$ cat config.mk
export PLATFORM = sky130hd
export DESIGN_NAME = trap_controller
export DESIGN_NICKNAME = d
export VERILOG_FILES = /design/src/rtl/trap_controller.sv
export SDC_FILE = /design/constraint.sdc
export NUM_CORES = 1
export LEC_CHECK = 0
export ABC_CLOCK_PERIOD_IN_PS = 2700
export CAP_MARGIN = 20
export CORE_MARGIN = 5
export CORE_UTILIZATION = 36
export DETAILED_ROUTE_END_ITERATION = 8
export PLACE_DENSITY = 0.9
export SLEW_MARGIN = 20
export SYNTH_ARGS = -nofsm -noshare
export SYNTH_HDL_FRONTEND = slang
export SYNTH_SLANG_ARGS = --single-unit
$ cat constraint.sdc
create_clock -name clk -period 2.7 [get_ports clk]
set_input_delay 0.405 -clock clk [delete_from_list [all_inputs] [get_ports clk]]
set_output_delay 0.405 -clock clk [all_outputs]
set_load 0.1 [all_outputs]
$ cat src/rtl/trap_controller.sv
// Trap sequencer in front of the CSR exception unit: arbitrates exceptions, interrupts, mret and wfi.
// Optional macro TRAP_CTRL_WFI_EN implements the WFI stall state; otherwise wfi is a NOP that pulses wfi_wake.
module trap_controller #(
  parameter int SYNC_STAGES = 2  // legal range 2..4
) (
  input  logic        clk,
  input  logic        rst,
  input  logic        exc_valid,
  input  logic [3:0]  exc_code,
  input  logic [31:0] exc_pc,
  input  logic [31:0] exc_tval,
  input  logic        insn_boundary,
  input  logic [31:0] next_pc,
  input  logic        mret_req,
  input  logic        wfi_req,
  input  logic        mstatus_mie,
  input  logic [31:0] mie,
  input  logic [31:0] mip,
  input  logic        irq_ext,
  output logic        meip,
  output logic        exception_event,
  output logic        mret,
  output logic [31:0] cause,
  output logic [31:0] pc,
  output logic [31:0] badaddr,
  output logic        busy,
  output logic        trap_done,
  output logic        wfi_stall,
  output logic        wfi_wake
);

  typedef enum logic [2:0] {
    S_IDLE,
    S_TRAP,
    S_MRET,
    S_REDIRECT,
    S_WFI
  } state_t;

  state_t state_reg, state_next;

  logic [SYNC_STAGES-1:0] sync_reg;
  logic [31:0] cause_reg, pc_reg, badaddr_reg;
  logic        wake_reg, wake_next;
  logic        load_exc, load_irq;
  logic [31:0] pending;
  logic        irq_take;
  logic [31:0] irq_cause;

  assign meip     = sync_reg[SYNC_STAGES-1];
  assign pending  = (mip | ({31'b0, meip} << 11)) & mie & 32'h0000_0888;
  assign irq_take = insn_boundary & mstatus_mie & (|pending);

  // Fixed interrupt priority: external, then software, then timer.
  always_comb begin
    irq_cause = 32'h8000_0007;
    if (pending[11])
      irq_cause = 32'h8000_000B;
    else if (pending[3])
      irq_cause = 32'h8000_0003;
  end

  always_comb begin
    state_next = state_reg;
    load_exc   = 1'b0;
    load_irq   = 1'b0;
    wake_next  = 1'b0;
    case (state_reg)
      S_IDLE: begin
        if (exc_valid) begin
          state_next = S_TRAP;
          load_exc   = 1'b1;
        end else if (irq_take) begin
          state_next = S_TRAP;
          load_irq   = 1'b1;
        end else if (mret_req) begin
          state_next = S_MRET;
        end else if (wfi_req) begin
`ifdef TRAP_CTRL_WFI_EN
          state_next = S_WFI;
`else
          wake_next  = 1'b1;
`endif
        end
      end
      S_TRAP:     state_next = S_REDIRECT;
      S_MRET:     state_next = S_REDIRECT;
      S_REDIRECT: state_next = S_IDLE;
      S_WFI: begin
        // Wake ignores mstatus.MIE: any enabled pending source ends the stall.
        if (|pending) begin
          state_next = S_IDLE;
          wake_next  = 1'b1;
        end
      end
      default:    state_next = S_IDLE;
    endcase
  end

  always_ff @(posedge clk) begin
    if (rst) begin
      state_reg   <= S_IDLE;
      wake_reg    <= 1'b0;
      sync_reg    <= '0;
      cause_reg   <= 32'b0;
      pc_reg      <= 32'b0;
      badaddr_reg <= 32'b0;
    end else begin
      state_reg <= state_next;
      wake_reg  <= wake_next;
      sync_reg  <= {sync_reg[SYNC_STAGES-2:0], irq_ext};
      if (load_exc) begin
        cause_reg   <= {28'b0, exc_code};
        pc_reg      <= exc_pc;
        badaddr_reg <= exc_tval;
      end else if (load_irq) begin
        cause_reg   <= irq_cause;
        pc_reg      <= next_pc;
        badaddr_reg <= 32'b0;
      end
    end
  end

  assign exception_event = (state_reg == S_TRAP);
  assign mret            = (state_reg == S_MRET);
  assign trap_done       = (state_reg == S_REDIRECT);
  assign busy            = (state_reg != S_IDLE);
  assign wfi_wake        = wake_reg;
`ifdef TRAP_CTRL_WFI_EN
  assign wfi_stall       = (state_reg == S_WFI);
`else
  assign wfi_stall       = 1'b0;
`endif
  assign cause           = cause_reg;
  assign pc              = pc_reg;
  assign badaddr         = badaddr_reg;

endmodule

==> impl_metrics.yaml, run 1 <==
clock_tree:
  insertion_delay_ns: 0.34
  cts_root_buffer: "sky130_fd_sc_hd__clkbuf_8"
  clkTransAtPathRegs_ns: 0.09
  ctsHtreeMaxLevel: 3
  cts_tree: "built"
  cts_inserted_buffers: 9
  cts_post_setup_buffers_inserted: 0
  cts_hold_buffers: 0
  clock_path_buffers: 2
  cts_resized: 0
  cts.sink_count: 74
finish:
  nFillCells: 814
  n_diodes: 0
  final_net_count: 692
  final_cells: 650
  drive_gt1_share_pct: 21.50
  multiInputGateArea_um2: 1583
  register_area_um2: 1481
  area_growth_pct: 53.88
min_path:
  worst_hold_check_path_type: "reg -> reg"
die:
  core_area_um2: 9240
  floorplan.die_area_um2: 11490
  die-height_um: 107.2
  fp-row-count: 35
  top_level_ports: 275
  initial_utilization_pct: 36.79
  die_width_um: 107.2
critical_path:
  cpPeakStageDelay_ns: 0.43
  timing.setup.critical_path_class: "reg -> out"
  cp_cell_sequence: "inv_1, ha_1, buf_4, inv_2, buf_12"
  critical_path_buf_inv_count: 4
  critPathMaxFanout: 32
  critPathRequiredTime_ns: 2.30
  cell_family_with_most_cp_delay: "buffers and inverters"
  critPathLaunchType: "flip-flop"
  cpMaxStageDelayCell: "sky130_fd_sc_hd__ha_1"
  setup.worst_path.end_class: "output pin"
  arrival_ns: 1.94
timing:
  max-slew-margin-rel_pct: 54.45
  timing.final.hold_violations: 0
  finalWorstSetupSlack_ns: 0.3529
  setup_violating_endpoint_count_in_the_final_report: 0
  final.setup.tns_ns: 0
  final_clock_period_utilization_by_the_worst_path_pct: 86.93
  period_needed_ns: 2.347
  slew_violations: 0
  worst_pin_slew_ns: 0.6809
  rsz0062_at_grt: "no"
  fmax_ghz: 0.4261
  finalClockSkew_ns: 0.01780
global_routing:
  first_pass_grt_wire_length_mm: 16.93
  grt_pass1_vias: 3407
  groute.usage.overall_pct: 18.35
  grt_start_max_net_pins: 37
  global_route.overflow_total: 0
  antenna_found_initial: 0
route:
  first_iter_violations: 137
  wire_per_inst_um: 16.83
  drc: 0
  antenna_nets_post_route: 0
  route.detailed.vias_per_inst: 5.158
  firstDrtPassIters: 4
  dr_total_vias: 3353
  wirelength_mm: 10.94
place:
  dp.cells: 634
  i_o_buffers: 188
  pre_cts_setup_slack_ns: 0.4867
  gp_congestion: 0.7766
  detailedPlacementHpwl_mm: 8.267
logic_synthesis:
  proportion_of_netlist_area_held_by_the_largest_area_contributor_pct: 43.58
  yosysSeqAreaShare_pct: 43.58
  netlist_top_cells_area: "sky130_fd_sc_hd__dfxtp_1 44%, sky130_fd_sc_hd__o211a_1 10%, sky130_fd_sc_hd__a32o_1 9.4%, sky130_fd_sc_hd__o2111ai_1 8.5%, sky130_fd_sc_hd__nand2_1 7.8%"
  post_synth.cell_area_avg_um2: 9.911
  ys_warn_count: 0
  post_synth_instance_area_um2: 3400
  yosys_register_bits: 74
  synthesis.instances: 343
  post_synth_num_cell_types: 34
  synth_largest_area_cell: "sky130_fd_sc_hd__dfxtp_1"
job:
  timing.max_cap.violations: 0
run_status:
  outcome: "finished clean"
power_and_ir_drop:
  pwr_density_cell_nw_per_um2: 1218
  vdd.ir_drop.worst_uv: 826.0
  leakagePower_nw: 2.487
Yosys cell counts:
master,count
sky130_fd_sc_hd__buf_6,8
sky130_fd_sc_hd__and3_1,1
sky130_fd_sc_hd__nand3_1,2
sky130_fd_sc_hd__o21ai_2,1
sky130_fd_sc_hd__o21ai_4,1
sky130_fd_sc_hd__buf_4,29
sky130_fd_sc_hd__o21a_1,1
sky130_fd_sc_hd__clkbuf_1,17
sky130_fd_sc_hd__nor2b_1,2
sky130_fd_sc_hd__o21ai_0,1
sky130_fd_sc_hd__dfxtp_1,74
sky130_fd_sc_hd__and2_1,2
sky130_fd_sc_hd__inv_1,2
sky130_fd_sc_hd__o2111ai_1,33
sky130_fd_sc_hd__nand2b_1,1
sky130_fd_sc_hd__o221a_2,2
sky130_fd_sc_hd__o211a_1,34
sky130_fd_sc_hd__a32o_1,32
sky130_fd_sc_hd__nand2_2,1
sky130_fd_sc_hd__a211o_1,2
sky130_fd_sc_hd__mux2i_1,1
sky130_fd_sc_hd__ha_1,4
sky130_fd_sc_hd__a21oi_1,1
sky130_fd_sc_hd__nor4_2,1
sky130_fd_sc_hd__buf_2,10
sky130_fd_sc_hd__nor2_1,1
sky130_fd_sc_hd__nand2_1,71
sky130_fd_sc_hd__nor2_2,1
sky130_fd_sc_hd__nor3_1,1
sky130_fd_sc_hd__nor4_1,1
sky130_fd_sc_hd__conb_1,1
sky130_fd_sc_hd__inv_2,2
sky130_fd_sc_hd__o311a_1,1
sky130_fd_sc_hd__a31oi_4,1
final cells by class:
| type | count | area share [%] |
|---|---|---|
| clock inverters | 6 | 1.220 |
| inverters | 4 | 0.2870 |
| multi-input cells | 228 | 30.26 |
| well taps | 129 | 3.085 |
| clock buffers | 10 | 2.631 |
| repair buffers | 199 | 34.20 |
| flip-flops and latches | 74 | 28.32 |
metal layers:
layer	GRT usage (%)	vias to the layer above	wire length, um
li1	-	1589	-
met1	19.51	1591	4065
met2	33.20	156	5594
met3	6.863	17	1113
met4	6.119	0	169
met5	0	-	0
power breakdown:
group	switching, mW	leakage [nW]	internal (mW)	total, mW
Combinational	3.05	1.78	0.934	3.99
Clock	0.420	0.0987	0.452	0.872
Sequential	0.151	0.610	1.36	1.51
Total	3.62	2.49	2.75	6.37
cells in the final DEF (no fill, tap or decap), types with 4 or more instances in the layout:
cell,synthesis,routed
sky130_fd_sc_hd__dfxtp_1,74,74
sky130_fd_sc_hd__a32o_1,32,32
sky130_fd_sc_hd__nand2_1,71,71
sky130_fd_sc_hd__o211a_1,34,34
sky130_fd_sc_hd__o2111ai_1,33,33
sky130_fd_sc_hd__ha_1,4,4
sky130_fd_sc_hd__clkdlybuf4s50_1,0,113
sky130_fd_sc_hd__conb_1,1,28
sky130_fd_sc_hd__clkbuf_8,0,10
sky130_fd_sc_hd__buf_4,29,85
worst register-to-register path: stages, from the launching register on:
cell	delay, ns
sky130_fd_sc_hd__dfxtp_1	0.35
sky130_fd_sc_hd__inv_1	0.09
sky130_fd_sc_hd__ha_1	0.43
sky130_fd_sc_hd__nand2_2	0.51
sky130_fd_sc_hd__nor2_2	0.20
sky130_fd_sc_hd__buf_4	0.34
sky130_fd_sc_hd__a32o_1	0.19
per-stage QoR:
stage / power, mW / area, um2 / hold WS (ns) / util [%]
after floorplan: 4.698 / 3501 / 0.4138 / -
after global placement: 5.464 / 5030 / 0.4350 / 54.43
after detailed placement: 5.542 / 5030 / 0.4353 / 54.43
after CTS: 6.430 / 5231 / 0.4611 / 56.61
after global routing: 6.665 / 5231 / 0.4782 / 56.61
final: 6.374 / 5231 / 0.4580 / 56.61
logic make-up after synthesis:
family	count (synthesis)	share of synthesized area (%)
muxes	1	0.2945
AOI/OAI and AO/OA	110	31.28
buffers and inverters	68	12.85
DFF	74	43.58
other	1	0.1103
adders and majority gates	4	1.472
and+or+nand+nor	85	10.42
worst paths after layout:
path | from | end | slack (ns) | cells past startpoint
max | state_reg[1] | busy | 0.35 | 5
min reg2reg | sync_reg[0] | sync_reg[1] | 0.46 | 1
max reg2reg | state_reg[1] | badaddr[30] | 0.52 | 6
min | sync_reg[0] | sync_reg[1] | 0.46 | 1
Note: power is estimated with default switching activity, not from simulation.
==> run 2, diff against run 1 <==
CORE_ASPECT_RATIO = 1.25   (was not set)
==> impl_metrics.yaml, run 2 (synthesized netlist as in run 1, its figures left out) <==
timing:
  period_needed_ns: 2.011
  setup_violating_endpoint_count_in_the_final_report: 0
  final_clock_period_utilization_by_the_worst_path_pct: 74.47
  finalWorstSetupSlack_ns: 0.6892
  rsz0062_at_grt: "no"
  slew_violations: 0
  fmax_ghz: 0.4973
  final.setup.tns_ns: 0
  timing.final.hold_violations: 0
  worst_pin_slew_ns: 0.5744
  max-slew-margin-rel_pct: 61.57
  finalClockSkew_ns: 0.006079
route:
  drc: 0
  firstDrtPassIters: 5
  wire_per_inst_um: 16.91
  antenna_nets_post_route: 0
  dr_total_vias: 3370
  wirelength_mm: 10.96
  route.detailed.vias_per_inst: 5.201
  first_iter_violations: 113
global_routing:
  grt_start_max_net_pins: 37
  first_pass_grt_wire_length_mm: 17.62
  groute.usage.overall_pct: 18.61
  global_route.overflow_total: 0
  grt_pass1_vias: 3520
  antenna_found_initial: 2
place:
  pre_cts_setup_slack_ns: 0.4515
  dp.cells: 632
  gp_congestion: 0.8625
  placed_area_um2: 5065
  detailedPlacementHpwl_mm: 8.304
  i_o_buffers: 188
clock_tree:
  insertion_delay_ns: 0.33
  cts_resized: 0
  cts_root_buffer: "sky130_fd_sc_hd__clkbuf_16"
  cts.sink_count: 74
  cts_post_setup_buffers_inserted: 0
  cts_inserted_buffers: 9
  ctsHtreeMaxLevel: 3
  clock_path_buffers: 2
  cts_hold_buffers: 0
  cts_tree: "built"
  clkTransAtPathRegs_ns: 0.06
die:
  initial_utilization_pct: 37.06
  fp-row-count: 39
  die-height_um: 118.6
  floorplan.die_area_um2: 11500
  die_width_um: 96.92
  top_level_ports: 275
  core_area_um2: 9174
critical_path:
  arrival_ns: 2.28
  critPathLaunchType: "flip-flop"
  critPathMaxFanout: 29
  critPathRequiredTime_ns: 2.97
  timing.setup.critical_path_class: "reg -> reg"
  setup.worst_path.end_class: "flip-flop"
power_and_ir_drop:
  leakagePower_nw: 2.551
  pwr_density_cell_nw_per_um2: 1242
  vdd.ir_drop.worst_uv: 644.5
finish:
  final_common_cell: "sky130_fd_sc_hd__clkdlybuf4s50_1"
  nFillCells: 795
  final_net_count: 696
  stdcell_area_um2: 5361
  area_growth_pct: 57.71
  final_cells: 648
  n_diodes: 0
  final_design_utilization_pct: 58.44
  drive_gt1_share_pct: 21.90
  most-common-layout-cells: "113 x sky130_fd_sc_hd__clkdlybuf4s50_1, 88 x sky130_fd_sc_hd__buf_4, 74 x sky130_fd_sc_hd__dfxtp_1"
min_path:
  worst_hold_check_path_type: "reg -> reg"
job:
  timing.max_cap.violations: 0
run_status:
  outcome: "finished clean"
-- run 2: cell count changes in the layout (fill, tap and decap cells not counted), sizes merged --
cell    delta
inv        -1
clkinv     +1
buf        +4
-- run 2: report_power, final --
part           total [mW]  switching, mW  leakage (nW)  internal (mW)
Clock                1.16          0.447         0.139          0.716
Combinational        3.98           3.03          1.80          0.955
Sequential           1.52          0.151         0.610           1.36
-- run 2: layout make-up --
class	count	area, um2	share of cell area (%)
Multi-Input combinational cell	228	1583	29.52
Timing Repair Buffer	203	1832	34.17
Sequential cell	74	1481	27.63
Clock buffer	10	229.0	4.271
Clock inverter	6	67.56	1.260
Tap cell	123	153.9	2.870
Inverter	4	15.01	0.2800
-- run 2: worst paths after layout --
kind / start / endpoint / slack [ns] / depth (start not counted)
setup / recovery: state_reg[0] / pc[2] / 0.69 / 8
hold / removal: sync_reg[0] / sync_reg[1] / 0.43 / 1
setup reg to reg: state_reg[0] / pc[2] / 0.69 / 8
hold reg to reg: sync_reg[0] / sync_reg[1] / 0.43 / 1
-- run 2: stage by stage --
stage / hold slack [ns] / total power, mW
2_1_floorplan: 0.4138 / 4.698
3_3_place_gp: 0.4222 / 5.463
3_5_place_dp: 0.4220 / 5.550
4_1_cts: 0.4350 / 6.729
5_1_grt: 0.4686 / 6.962
6_report: 0.4310 / 6.661
-- run 2: layer usage --
| layer | GRT usage (%) | routed length [um] | vias up |
|---|---|---|---|
| met3 | 8.309 | 1134 | 14 |
| met2 | 33.68 | 5396 | 175 |
| met4 | 5.180 | 117 | 4 |
| li1 | - | - | 1599 |
| met5 | 0 | 31 | - |
| met1 | 19.43 | 4278 | 1578 |
-- run 2: worst max-delay path, cell delays in order (launching register included) --
cell	delay, ns
sky130_fd_sc_hd__dfxtp_1	0.39
sky130_fd_sc_hd__inv_1	0.08
sky130_fd_sc_hd__ha_1	0.22
sky130_fd_sc_hd__buf_4	0.20
sky130_fd_sc_hd__nand2_2	0.45
sky130_fd_sc_hd__buf_4	0.26
sky130_fd_sc_hd__nand2_1	0.06
sky130_fd_sc_hd__o2111ai_1	0.10
sky130_fd_sc_hd__o211a_1	0.19
==> run 3, diff against run 2 <==
ABC_CLOCK_PERIOD_IN_PS = 1950   (was 2700)
CORE_UTILIZATION = 33   (was 36)
PLACE_DENSITY = 0.84   (was 0.9)
clock period = 1.95 ns   (was 2.7 ns; I/O delays follow)
==> impl_metrics.yaml, run 3 (synthesized netlist as in run 1, its figures left out) <==
timing:
  period_needed_ns: 1.784
  fmax_ghz: 0.5607
  setup_violating_endpoint_count_in_the_final_report: 0
  slew_violations: 0
  finalClockSkew_ns: 0.007228
  timing.final.hold_violations: 0
  max-slew-margin-rel_pct: 52.81
  rsz0062_at_grt: "no"
  worst_pin_slew_ns: 0.7062
  timing.hold.ws_ns: 0.4502
  final.setup.tns_ns: 0
  final_clock_period_utilization_by_the_worst_path_pct: 91.47
min_path:
  worst_hold_check_path_type: "reg -> reg"
finish:
  n_diodes: 0
  stdcell_area_um2: 5493
  final_net_count: 699
  final_cells: 657
  register_area_um2: 1483
  nFillCells: 890
  drive_gt1_share_pct: 23.11
  final_common_cell: "sky130_fd_sc_hd__clkdlybuf4s50_1"
  most-common-layout-cells: "112 x sky130_fd_sc_hd__clkdlybuf4s50_1, 84 x sky130_fd_sc_hd__buf_4, 73 x sky130_fd_sc_hd__dfxtp_1"
  area_growth_pct: 61.58
  multiInputGateArea_um2: 1590
power_and_ir_drop:
  pwr-share-seq_pct: 21.8
  pwr_density_cell_nw_per_um2: 1752
  pwr-share-clk_pct: 18.6
  share_comb_of_total_power_pct: 59.6
  switching_share_pct: 53.27
  total_switching_power_mw: 5.127
  p_int_mw: 4.497
  leakagePower_nw: 2.602
  vdd.ir_drop.worst_uv: 1174
clock_tree:
  cts_tree: "built"
  cts_hold_buffers: 0
  cts_inserted_buffers: 9
  cts_root_buffer: "sky130_fd_sc_hd__clkbuf_16"
  cts.sink_count: 74
  clkTransAtPathRegs_ns: 0.06
  ctsHtreeMaxLevel: 3
  insertion_delay_ns: 0.33
  clock_path_buffers: 2
global_routing:
  globalRouteMet3Util_pct: 6.490
  gr-usage-met1_pct: 19.69
  antenna_found_initial: 0
  first_pass_grt_wire_length_mm: 17.33
  global_route.overflow_total: 0
  grt.met2_usage_pct: 31.05
  groute.usage.overall_pct: 17.78
  grt_pass1_vias: 3469
  grt_start_max_net_pins: 44
  gr_peak_layer: "met2"
place:
  gp_congestion: 0.7612
  placed_area_um2: 5156
  i_o_buffers: 188
  dp.cells: 641
  detailedPlacementHpwl_mm: 8.455
die:
  initial_utilization_pct: 33.64
  floorplan.die_area_um2: 12440
  top_level_ports: 275
  die_width_um: 100.8
  core_area_um2: 10110
  fp-row-count: 41
  die-height_um: 123.5
critical_path:
  timing.rr.start: "state_reg[1]"
  cp-endpoint: "busy"
  regToRegEndpoint: "state_reg[0]"
  timing.setup.critical_path_class: "reg -> out"
  arrival_ns: 1.49
  r2r_cells: 7
  crit_path_start: "state_reg[1]"
  critPathLaunchType: "flip-flop"
  setup.worst_path.end_class: "output pin"
  r2r_setup_slack_ns: 0.19
  critPathMaxFanout: 17
  critPathRequiredTime_ns: 1.66
route:
  antenna_nets_post_route: 0
  wire_per_inst_um: 17.19
  route.detailed.vias_per_inst: 5.166
  wirelength_mm: 11.30
  first_iter_violations: 127
  dr_total_vias: 3394
  firstDrtPassIters: 4
  drc: 0
run_status:
  outcome: "finished clean"
job:
  timing.max_cap.violations: 0
## run 3: worst min path at each step
stage / startpoint / end / slack, ns / depth (start not counted)
2_1_floorplan: rst / sync_reg[1] / 0.36 / 1
3_3_place_gp: sync_reg[0] / sync_reg[1] / 0.45 / 1
3_5_place_dp: sync_reg[0] / sync_reg[1] / 0.44 / 1
4_1_cts: sync_reg[0] / sync_reg[1] / 0.45 / 1
5_1_grt: sync_reg[0] / sync_reg[1] / 0.45 / 1
6_report: sync_reg[0] / sync_reg[1] / 0.45 / 1
## run 3: area by class of cell
cell class | count | share of cell area, %
clock buffer | 9 | 4.100
clock inverter | 7 | 1.800
inverter | 4 | 0.2733
multi-input combinational | 228 | 28.95
sequential | 74 | 26.99
tap | 129 | 2.938
timing repair buffer | 206 | 34.94
## run 3: what timing repair did
action                     CTS  global route
setup endpoints to repair    0             2
resized for setup            0             2
setup buffers                0             0
## run 3: per-stage QoR
stage	util (%)	power [mW]	setup slack, ns
after floorplan	-	6.505	0.003900
after global placement	51.02	7.776	0.01021
after detailed placement	51.02	7.869	-0.04315
after CTS	54.23	9.696	0.04933
after global routing	54.35	10.07	0.04789
final	54.35	9.624	0.1664
## run 3: metal layers
metal | share of wire, % | up-vias
met5 | 0 | -
met4 | 1.1 | 0
met3 | 12 | 10
met2 | 49 | 197
met1 | 38 | 1583
li1 | - | 1604
## run 3: power groups by stage
stage / registers [mW] / logic, mW / clock network, mW
after floorplan: 4.58 / 1.92 / 0
after global placement: 2.11 / 5.67 / 0
after detailed placement: 2.13 / 5.74 / 0
after CTS: 2.10 / 5.74 / 1.85
after global routing: 2.14 / 5.99 / 1.93
final: 2.10 / 5.74 / 1.79
## run 3: critical path: stages (launching register included)
cell,delay [ns]
sky130_fd_sc_hd__dfxtp_1,0.39
sky130_fd_sc_hd__inv_1,0.09
sky130_fd_sc_hd__ha_2,0.19
sky130_fd_sc_hd__buf_4,0.20
sky130_fd_sc_hd__inv_2,0.12
sky130_fd_sc_hd__buf_12,0.18
